[src/rtl/fc_argmax_sink_if.sv]
// Bus between the final fully-connected stage and the argmax sink.
// Write strobe is a one-cycle push with no backpressure; end_to_previous pulses once the buffer is free again.
interface fc_argmax_sink_if #(
  parameter int DATA_WIDTH = 32,
  parameter int INDEX_BITS = 4
);
  logic                  start_from_previous;
  logic [DATA_WIDTH-1:0] Data_in_1;
  logic [DATA_WIDTH-1:0] Data_in_2;
  logic [DATA_WIDTH-1:0] Data_in_3;
  logic [DATA_WIDTH-1:0] Data_in_4;
  logic [DATA_WIDTH-1:0] Data_in_5;
  logic [DATA_WIDTH-1:0] Data_in_6;
  logic [DATA_WIDTH-1:0] Data_in_7;
  logic [DATA_WIDTH-1:0] Data_in_8;
  logic [DATA_WIDTH-1:0] Data_in_9;
  logic [DATA_WIDTH-1:0] Data_in_10;
  logic                  end_to_previous;
  logic                  busy;
  logic                  output_ready;
  logic [INDEX_BITS-1:0] class_index;
  logic [DATA_WIDTH-1:0] class_score;
  logic                  overflow;
  logic [1:0]            dbg_state;

  modport master (
    output start_from_previous, Data_in_1, Data_in_2, Data_in_3, Data_in_4, Data_in_5,
           Data_in_6, Data_in_7, Data_in_8, Data_in_9, Data_in_10,
    input  end_to_previous, busy, output_ready, class_index, class_score, overflow, dbg_state
  );

  modport slave (
    input  start_from_previous, Data_in_1, Data_in_2, Data_in_3, Data_in_4, Data_in_5,
           Data_in_6, Data_in_7, Data_in_8, Data_in_9, Data_in_10,
    output end_to_previous, busy, output_ready, class_index, class_score, overflow, dbg_state
  );
endinterface

[src/rtl/fc_argmax_sink.sv]
// Captures ten class scores in one cycle, scans them one per cycle for the
// strictly-greatest (lowest index on ties) and reports the winning class.
module fc_argmax_sink #(
  parameter int DATA_WIDTH        = 32,
  parameter int ARITH_TYPE        = 0,
  parameter int NUMBER_OF_CLASSES = 10,
  parameter int INDEX_BITS        = $clog2(NUMBER_OF_CLASSES)
) (
  input logic           clk,
  input logic           reset,
  fc_argmax_sink_if.slave bus
);

  typedef enum logic [1:0] {
    S_IDLE = 2'd0,
    S_SCAN = 2'd1,
    S_DONE = 2'd2
  } state_t;

  state_t                r_state;
  state_t                w_next_state;
  logic                  w_capture;
  logic                  w_last;
  logic                  w_gt;
  logic [DATA_WIDTH-1:0] w_in [NUMBER_OF_CLASSES];
  logic [DATA_WIDTH-1:0] w_cand;
  logic [DATA_WIDTH-1:0] w_next_best;
  logic [INDEX_BITS-1:0] w_next_idx;

  logic [DATA_WIDTH-1:0] r_buf [NUMBER_OF_CLASSES];
  logic [DATA_WIDTH-1:0] r_best;
  logic [INDEX_BITS-1:0] r_best_idx;
  logic [INDEX_BITS-1:0] r_k;
  logic [INDEX_BITS-1:0] r_class_index;
  logic [DATA_WIDTH-1:0] r_class_score;
  logic                  r_overflow;

  // True when candidate a must replace best b. Float mode orders by sign and
  // magnitude, treats +0 == -0, and never lets a NaN candidate win.
  function automatic logic f_gt(input logic [DATA_WIDTH-1:0] a, input logic [DATA_WIDTH-1:0] b);
    logic a_nan;
    if (ARITH_TYPE == 0) return $signed(a) > $signed(b);
    a_nan = (&a[30:23]) && (|a[22:0]);
    if (a_nan) return 1'b0;
    if ((a[DATA_WIDTH-2:0] == '0) && (b[DATA_WIDTH-2:0] == '0)) return 1'b0;
    if (a[DATA_WIDTH-1] != b[DATA_WIDTH-1]) return b[DATA_WIDTH-1];
    if (a[DATA_WIDTH-1]) return a[DATA_WIDTH-2:0] < b[DATA_WIDTH-2:0];
    return a[DATA_WIDTH-2:0] > b[DATA_WIDTH-2:0];
  endfunction

  assign w_in[0] = bus.Data_in_1;
  assign w_in[1] = bus.Data_in_2;
  assign w_in[2] = bus.Data_in_3;
  assign w_in[3] = bus.Data_in_4;
  assign w_in[4] = bus.Data_in_5;
  assign w_in[5] = bus.Data_in_6;
  assign w_in[6] = bus.Data_in_7;
  assign w_in[7] = bus.Data_in_8;
  assign w_in[8] = bus.Data_in_9;
  assign w_in[9] = bus.Data_in_10;

  assign w_cand      = r_buf[r_k];
  assign w_gt        = f_gt(w_cand, r_best);
  assign w_next_best = w_gt ? w_cand : r_best;
  assign w_next_idx  = w_gt ? r_k : r_best_idx;
  assign w_last      = (r_k == INDEX_BITS'(NUMBER_OF_CLASSES - 1));

  always_comb begin
    w_next_state = r_state;
    w_capture    = 1'b0;
    case (r_state)
      S_IDLE: begin
        if (bus.start_from_previous) begin
          w_capture    = 1'b1;
          w_next_state = S_SCAN;
        end
      end
      S_SCAN: begin
        if (w_last) w_next_state = S_DONE;
      end
      S_DONE: begin
        // A strobe in the result cycle is accepted back-to-back.
        w_next_state = S_IDLE;
        if (bus.start_from_previous) begin
          w_capture    = 1'b1;
          w_next_state = S_SCAN;
        end
      end
      default: w_next_state = S_IDLE;
    endcase
  end

  always_ff @(posedge clk or posedge reset) begin
    if (reset) r_state <= S_IDLE;
    else       r_state <= w_next_state;
  end

  always_ff @(posedge clk or posedge reset) begin
    if (reset) begin
      for (int i = 0; i < NUMBER_OF_CLASSES; i++) r_buf[i] <= '0;
      r_best        <= '0;
      r_best_idx    <= '0;
      r_k           <= '0;
      r_class_index <= '0;
      r_class_score <= '0;
      r_overflow    <= 1'b0;
    end else begin
      if (w_capture) begin
        for (int i = 0; i < NUMBER_OF_CLASSES; i++) r_buf[i] <= w_in[i];
        r_best     <= w_in[0];
        r_best_idx <= '0;
        r_k        <= INDEX_BITS'(1);
      end else if (r_state == S_SCAN) begin
        r_best     <= w_next_best;
        r_best_idx <= w_next_idx;
        r_k        <= r_k + INDEX_BITS'(1);
        // Result registers load with the final compare so they are valid in DONE.
        if (w_last) begin
          r_class_index <= w_next_idx;
          r_class_score <= w_next_best;
        end
      end
      if (bus.start_from_previous && (r_state == S_SCAN)) r_overflow <= 1'b1;
    end
  end

  assign bus.busy            = (r_state != S_IDLE);
  assign bus.output_ready    = (r_state == S_DONE);
  assign bus.end_to_previous = (r_state == S_DONE);
  assign bus.class_index     = r_class_index;
  assign bus.class_score     = r_class_score;
  assign bus.overflow        = r_overflow;
  assign bus.dbg_state       = r_state;

endmodule

[src/flat_wrapper.sv]
// flat-port wrapper written by rule: the top's interface ports become plain ports
module fc_argmax_sink_flat 
#(
  parameter int DATA_WIDTH        = 32,
  parameter int ARITH_TYPE        = 0,
  parameter int NUMBER_OF_CLASSES = 10,
  parameter int INDEX_BITS        = $clog2(NUMBER_OF_CLASSES)
)
  (clk, reset, bus_start_from_previous, bus_Data_in_1, bus_Data_in_2, bus_Data_in_3, bus_Data_in_4, bus_Data_in_5, bus_Data_in_6, bus_Data_in_7, bus_Data_in_8, bus_Data_in_9, bus_Data_in_10, bus_end_to_previous, bus_busy, bus_output_ready, bus_class_index, bus_class_score, bus_overflow, bus_dbg_state);
  fc_argmax_sink_if #(.DATA_WIDTH(DATA_WIDTH), .INDEX_BITS(INDEX_BITS)) bus_i ();
  input logic clk;
  input logic reset;
  input wire logic [$bits(bus_i.start_from_previous)-1:0] bus_start_from_previous;
  input wire logic [$bits(bus_i.Data_in_1)-1:0] bus_Data_in_1;
  input wire logic [$bits(bus_i.Data_in_2)-1:0] bus_Data_in_2;
  input wire logic [$bits(bus_i.Data_in_3)-1:0] bus_Data_in_3;
  input wire logic [$bits(bus_i.Data_in_4)-1:0] bus_Data_in_4;
  input wire logic [$bits(bus_i.Data_in_5)-1:0] bus_Data_in_5;
  input wire logic [$bits(bus_i.Data_in_6)-1:0] bus_Data_in_6;
  input wire logic [$bits(bus_i.Data_in_7)-1:0] bus_Data_in_7;
  input wire logic [$bits(bus_i.Data_in_8)-1:0] bus_Data_in_8;
  input wire logic [$bits(bus_i.Data_in_9)-1:0] bus_Data_in_9;
  input wire logic [$bits(bus_i.Data_in_10)-1:0] bus_Data_in_10;
  output wire logic [$bits(bus_i.end_to_previous)-1:0] bus_end_to_previous;
  output wire logic [$bits(bus_i.busy)-1:0] bus_busy;
  output wire logic [$bits(bus_i.output_ready)-1:0] bus_output_ready;
  output wire logic [$bits(bus_i.class_index)-1:0] bus_class_index;
  output wire logic [$bits(bus_i.class_score)-1:0] bus_class_score;
  output wire logic [$bits(bus_i.overflow)-1:0] bus_overflow;
  output wire logic [$bits(bus_i.dbg_state)-1:0] bus_dbg_state;
  assign bus_i.start_from_previous = bus_start_from_previous;
  assign bus_i.Data_in_1 = bus_Data_in_1;
  assign bus_i.Data_in_2 = bus_Data_in_2;
  assign bus_i.Data_in_3 = bus_Data_in_3;
  assign bus_i.Data_in_4 = bus_Data_in_4;
  assign bus_i.Data_in_5 = bus_Data_in_5;
  assign bus_i.Data_in_6 = bus_Data_in_6;
  assign bus_i.Data_in_7 = bus_Data_in_7;
  assign bus_i.Data_in_8 = bus_Data_in_8;
  assign bus_i.Data_in_9 = bus_Data_in_9;
  assign bus_i.Data_in_10 = bus_Data_in_10;
  assign bus_end_to_previous = bus_i.end_to_previous;
  assign bus_busy = bus_i.busy;
  assign bus_output_ready = bus_i.output_ready;
  assign bus_class_index = bus_i.class_index;
  assign bus_class_score = bus_i.class_score;
  assign bus_overflow = bus_i.overflow;
  assign bus_dbg_state = bus_i.dbg_state;
  fc_argmax_sink #(.DATA_WIDTH(DATA_WIDTH), .ARITH_TYPE(ARITH_TYPE), .NUMBER_OF_CLASSES(NUMBER_OF_CLASSES), .INDEX_BITS(INDEX_BITS)) u_core (.clk(clk), .reset(reset), .bus(bus_i));
endmodule
[config.mk]
export PLATFORM = sky130hd
export DESIGN_NAME = fc_argmax_sink_flat
export DESIGN_NICKNAME = d
export VERILOG_FILES = /design/src/rtl/fc_argmax_sink_if.sv /design/src/rtl/fc_argmax_sink.sv /design/src/flat_wrapper.sv
export SDC_FILE = /design/constraint.sdc
export NUM_CORES = 1
export LEC_CHECK = 0
export ABC_AREA = 1
export BUFFER_PORTS_ARGS = -buffer_cell sky130_fd_sc_hd__buf_2
export CAP_MARGIN = 15
export CORE_MARGIN = 5
export CORE_UTILIZATION = 50
export DETAILED_ROUTE_END_ITERATION = 6
export PLACE_DENSITY_LB_ADDON = 0.25
export SLEW_MARGIN = 30
export SYNTH_ARGS = -nofsm -noshare
export SYNTH_HDL_FRONTEND = slang
export SYNTH_SLANG_ARGS = --single-unit
[constraint.sdc]
create_clock -name clk -period 12.58 [get_ports clk]
set_clock_uncertainty 0.2 [all_clocks]
set_input_delay 1.258 -clock clk [delete_from_list [all_inputs] [get_ports clk]]
set_output_delay 1.258 -clock clk [all_outputs]
set_load 0.005 [all_outputs]
=== Word-level counts from Yosys, hierarchy flattened ===
Index checks and enable logic that the tools add are counted.

* Memory bits (writable): 0
* Input bits: 323
* Bits in registers: 399
* Memories: 0
* Bits in latches: 0
* Bits in read-only memories: 0
* Output and inout bits: 42

* Muxes and demuxes: 17
* Order comparisons: 2
* $add $sub $neg: 1
* Shift operators: 0
* Equality and inequality tests: 5
* Bitwise gates (word level): 2
* Divide/modulo/power cells: 0
* Reduce and logical (&&, ||, !) cells: 7
* Multiply operators: 0

{| class="wikitable"
|+ Operator list
! operator !! number
|-
| 32-bit 2-to-1 mux || 5
|-
| 32-bit binary-select mux with 4-bit select || 1
|-
| 32-bit greater-than comparator || 1
|-
| 4-bit 2-to-1 mux || 5
|-
| 2-bit case mux with 3 select lines || 1
|-
| 5-bit greater-or-equal comparator, second input constant || 1
|-
| 4-bit NOT with 5-bit output || 1
|-
| 4-bit by 1-bit adder with 4-bit output, second input constant || 1
|-
| 4-bit == test, second input constant || 1
|-
| 2-bit 2-to-1 mux || 2
|-
| 2-bit nonzero test || 2
|-
| 1-bit 2-to-1 mux || 3
|-
| 3-bit AND reduction || 1
|-
| 2-bit by 1-bit == test with 1-bit output, second input constant || 1
|-
| 2-bit == test, second input constant || 1
|-
| 2-bit zero test || 1
|-
| 2-bit by 1-bit inequality test with 1-bit output, second input constant || 1
|-
| 2-bit inequality test, second input constant || 1
|-
| 2-bit AND reduction || 1
|-
| 2-bit OR reduction || 1
|-
| 1-bit logical AND || 1
|-
| 1-bit NOT || 1
|}

=== Logic depth before layout (Yosys ltp) ===
* Depth in word-level cells: 8
* Depth in mapped cells: 28
* Mapped depth without buffers: 25

=== Worst setup path after synthesis ===
No wires, ideal clock.

* Path kind: register -> register
* Start: register u_core.r_k[0]
* End: register u_core.r_best[5]
* Setup slack: 9.295 ns
* Arrival: 2.953 ns
* Period minus slack after synthesis: 3.285 ns
* Buffers on the path: 5
* Stages on the path, launching flop included: 20
* Cell sequence: dfrtp_1 -> buf_2 -> buf_4 -> buf_4 -> buf_2 -> o21ai_0 -> o211ai_1 -> nand3_1 -> nand2_1 -> ha_1 -> a21oi_1 -> o21a_1 -> nand2_1 -> a21oi_1 -> nand2_1 -> nand2_2 -> clkbuf_1 -> nand4_1 -> nand2_1 -> o21bai_1

* Cells in the longest elaborated chain, start to end: 8

{| class="wikitable"
|+ RTL lines
! item !! RTL line !! text
|-
| from (decl) || fc_argmax_sink.sv:33 || <nowiki>logic [INDEX_BITS-1:0] r_k;</nowiki>
|-
| from (signal assigned) || fc_argmax_sink.sv:116 || <nowiki>r_k <= r_k + INDEX_BITS'(1);</nowiki>
|-
| 4-bit NOT with 5-bit output (implied by the code) (*) || fc_argmax_sink.sv:62 || <nowiki>assign w_cand = r_buf[r_k];</nowiki>
|-
| 32-bit binary-select mux with 4-bit select (*) || fc_argmax_sink.sv:62 ||
|-
| 32-bit 2-to-1 mux (implied by the code) (*) (2 in series) || fc_argmax_sink.sv:62 ||
|-
| 32-bit greater-than comparator || fc_argmax_sink.sv:42 || <nowiki>if (ARITH_TYPE == 0) return $signed(a) > $signed(b);</nowiki>
|-
| 32-bit 2-to-1 mux (*) || fc_argmax_sink.sv:64 || <nowiki>assign w_next_best = w_gt ? w_cand : r_best;</nowiki>
|-
| 32-bit 2-to-1 mux (*) || fc_argmax_sink.sv:113 || <nowiki>end else if (r_state == S_SCAN) begin</nowiki>
|-
| 32-bit 2-to-1 mux (*) || fc_argmax_sink.sv:108 || <nowiki>if (w_capture) begin</nowiki>
|-
| to (signal assigned) || fc_argmax_sink.sv:110 || <nowiki>r_best <= w_in[0];</nowiki>
|-
| to (signal assigned) || fc_argmax_sink.sv:114 || <nowiki>r_best <= w_next_best;</nowiki>
|-
| to (decl) || fc_argmax_sink.sv:31 || <nowiki>logic [DATA_WIDTH-1:0] r_best;</nowiki>
|}

Every way passes the cells marked *; elsewhere a longest branch is shown, timed or not. The select of a mux whose other input is x is not followed.
A chain may end at the register's enable or synchronous reset.

=== Worst setup path in the final report ===
* Start: register u_core.r_k[1]
* End: register u_core.r_best_idx[2]

* Cells in the longest elaborated chain, start to end: 8

{| class="wikitable"
|+ RTL lines
! item !! RTL line !! text
|-
| 4-bit NOT with 5-bit output (implied by the code) || fc_argmax_sink.sv:62 ||
|-
| 32-bit binary-select mux with 4-bit select || fc_argmax_sink.sv:62 ||
|-
| 32-bit 2-to-1 mux (implied by the code) (2 in series) || fc_argmax_sink.sv:62 ||
|-
| 32-bit greater-than comparator || fc_argmax_sink.sv:42 ||
|-
| 4-bit 2-to-1 mux || fc_argmax_sink.sv:65 || <nowiki>assign w_next_idx = w_gt ? r_k : r_best_idx;</nowiki>
|-
| 4-bit 2-to-1 mux || fc_argmax_sink.sv:113 ||
|-
| 4-bit 2-to-1 mux || fc_argmax_sink.sv:108 ||
|-
| to (signal assigned) || fc_argmax_sink.sv:115 || <nowiki>r_best_idx <= w_next_idx;</nowiki>
|-
| to (decl) || fc_argmax_sink.sv:32 || <nowiki>logic [INDEX_BITS-1:0] r_best_idx;</nowiki>
|}

Every way passes these cells. The select of a mux whose other input is x is not followed.

==> impl_metrics.yaml <==
timing:
  finalSetupViolations: 0
  rsz0062_at_grt: "no"
  slew_headroom_pct: 34.1
  whs_ns: 0.267
  hold_viol: 0
  drv_slew: 0
  tightest_slew_ns: 0.989
  finalCritPeriodShare_pct: 46.2
  setup_tns_ns: 0
  clock.fmax_ghz: 0.172
  setup_slack_ns: 6.77
  min_period_ns: 5.81
worst_setup_path:
  critical_path.cell_chain: "buf_4 -> inv_1 -> o21ai_0 -> o211ai_1 -> nand3_1 -> nand2_1 -> ha_1 -> nand2_1 -> inv_1 -> nand2_1 -> nand2_1 -> a21oi_1 -> nand2_1 -> nand2_1 -> nand3_2 -> nand3_4 -> nand2_1 -> nand3_1 -> o21ai_0"
  slowest_delay_ns: 0.77
  required_ns: 12.78
  path_common_cell: "nand2_1"
  crit_arrival_ns: 6.01
  critPathCaptureType: "flip-flop"
  critPathLaunchType: "flip-flop"
  critPathKind: "reg -> reg"
  crit_slowest_cell: "buf_4"
  cp_max_fo: 85
power_and_ir_drop:
  cellLeakagePower_nw: 12.0
  power_density_nw_per_um2: 307
  worst_ir_drop_vdd_mv: 0.175
global_route:
  grt.total_usage_pct: 29.7
  grt_max_degree: 128
  gr-total-overflow: 0
  grt_pass1_vias: 17200
  antenna_found_initial: 2
  grt_pass1_wl_mm: 97.5
detailed_routing:
  drc: 0
  drt_iter0_drc: 1653
  wl_per_cell_um: 19.6
  via_per_inst: 5.44
  num_vias: 17828
  firstDrtPassIters: 6
  drt_wl_total_mm: 64.2
  antenna_left: 0
clocking:
  clk_path_buf_depth: 3
  clock_latency_ns: 0.56
  tritoncts: "yes"
  ctsResizeCount: 0
  root_buffer: "clkbuf_16"
  cts_inserted_buffers: 43
  clock_sinks: 399
  cts.clk_slew.worst_paths_ns: 0.06
  postCtsSetupBuffers: 0
  cts_hold_buf: 0
  htreeDepth: 2
synth:
  synth_xor_area_share_pct: 0.0455
  synth_flop_cell: "dfrtp_1"
  muxShareOfSynthArea_pct: 0
  synth_seq_cells: 399
  synth_compound_area_share_pct: 14.1
  yosys_warnings: 0
  async_reset_ff_share_pct: 100
  syn-cell-area_sq_um: 19300
  synth_fa_ha_area_share_pct: 2.21
  synth_top_family_by_area: "simple AND/OR/NAND/NOR gates"
  ys_seq_area_share_pct: 51.8
  synth_edf_count: 0
  ys_types: 31
  syn_inst: 2471
  syn_nets: 2828
  syn_avg_cell_area_sq_um: 7.79
  synthSimpleGateAreaFrac_pct: 24.4
die:
  die_w_um: 206
  initial_core_util_pct: 50.9
  core_region_area_sq_um: 37800
  ios: 365
  die-area_sq_um: 42500
  die_h_um: 206
  num_rows: 71
place:
  dp_hpwl_mm: 46.2
  gp_congestion: 0.934
  place_ws_ns: 6.93
  io_buffer_count: 364
hold_path:
  hold_path_class: "reg -> reg"
final_layout:
  utilization_pct: 59.8
  area_delta_synth_final_pct: 17.6
  fillerInstances: 3562
  ff_latch_area_sq_um: 9990
  nets: 3098
  multiInputGateArea_sq_um: 7880
  drive_gt1_share_pct: 16.8
outcome:
  status: "finished, final reports clean"
run:
  drv_cap: 0
[stage by stage]
step | cells | cell area (sq um) | power (mW)
after floorplan | 2471 | 19300 | 4.63
after global placement | 3206 | 21200 | 5.58
after detailed placement | 3206 | 21200 | 5.66
after CTS | 3278 | 22600 | 6.90
after global routing | 3279 | 22600 | 7.49
final | 3280 | 22600 | 6.95
[area by class of cell]
type | instances | area share (%)
repair buffers | 384 | 8.90
flip-flops and latches | 399 | 44.1
multi-input cells | 1713 | 34.8
clock buffers | 62 | 5.51
well taps | 511 | 2.82
clock inverters | 10 | 0.414
diodes | 1 | 0.0111
inverters | 200 | 3.42
[routing by layer]
layer,GRT usage [%],wire length (um),vias up
li1,-,-,8431
met1,44.8,28300,8512
met2,42.3,27200,760
met3,5.70,5940,123
met4,11.7,2730,2
met5,0,12,-
[path summary, 6_finish.rpt]
path | from | to | slack [ns] | cells after the start
max | u_core.r_k[1] | u_core.r_best_idx[2] | 6.77 | 19
min | u_core.r_buf[124] | u_core.r_buf[124] | 0.27 | 2
max reg2reg | u_core.r_k[1] | u_core.r_best_idx[2] | 6.77 | 19
min reg2reg | u_core.r_buf[124] | u_core.r_buf[124] | 0.27 | 2
max in group asynchronous | reset | u_core.r_buf[131] | 10.21 | 3
min in group asynchronous | reset | u_core.r_buf[36] | 0.59 | 2
[registers in the layout, indices dropped and copies added, names as in the netlist]
| register | cells |
|---|---|
| u_core.r_buf | 320 |
| u_core.bus.overflow | 1 |
| u_core.bus.class_score | 32 |
| u_core.bus.dbg_state | 2 |
| u_core.bus.class_index | 4 |
| u_core.r_best | 32 |
| u_core.r_k | 4 |
| u_core.r_best_idx | 4 |
[cell usage in the layout, fill, tap and decap left out, types with 13 or more instances in the layout]
cell,n
a21oi_1,60
buf_2,364
buf_4,13
clkbuf_16,43
dfrtp_1,397
ha_1,34
inv_1,192
nand2_1,1025
nand3_1,58
nand4_1,38
nor2_1,61
o211ai_1,80
o21ai_0,278
o21ai_1,30
o21bai_1,32
[report_power, final]
part / internal, mW / switching [mW]
Sequential: 1.92 / 0.352
Clock: 0.707 / 0.516
Combinational: 1.09 / 2.36
Total: 3.72 / 3.23
[critical path: cells and delay by family (launching register included)]
kind	cells	cell delay, ns
fa+ha+maj	1	0.35
flops	1	0.67
buf+inv	3	1.37
simple gates	11	2.44
compound gates	4	0.58
[synthesized netlist by cell type (all sizes together) (3+ instances only)]
library cell,n,area share (%)
nand2,1026,20
dfrtp,399,52
o21ai,308,8.0
inv,198,3.9
clkbuf,112,2.2
o211ai,80,3.1
nor2,63,1.3
a21oi,60,1.6
nand3,60,1.7
buf,47,1.2
nand4,39,1.3
ha,34,2.2
o21bai,32,1.2
nor3,3,0.13
o22ai,3,0.097
[cell families (layout without fill, tap and decap cells)]
kind of cell,Yosys count,after routing
and+or+nand+nor,1192,1192
buffers and inverters,359,656
AOI/OAI and AO/OA,486,486
DFF,399,399
adders and majority gates,34,34
xor gates and xnor gates,1,1
other,0,1
No activity file was read; power rests on OpenSTA's default activity.
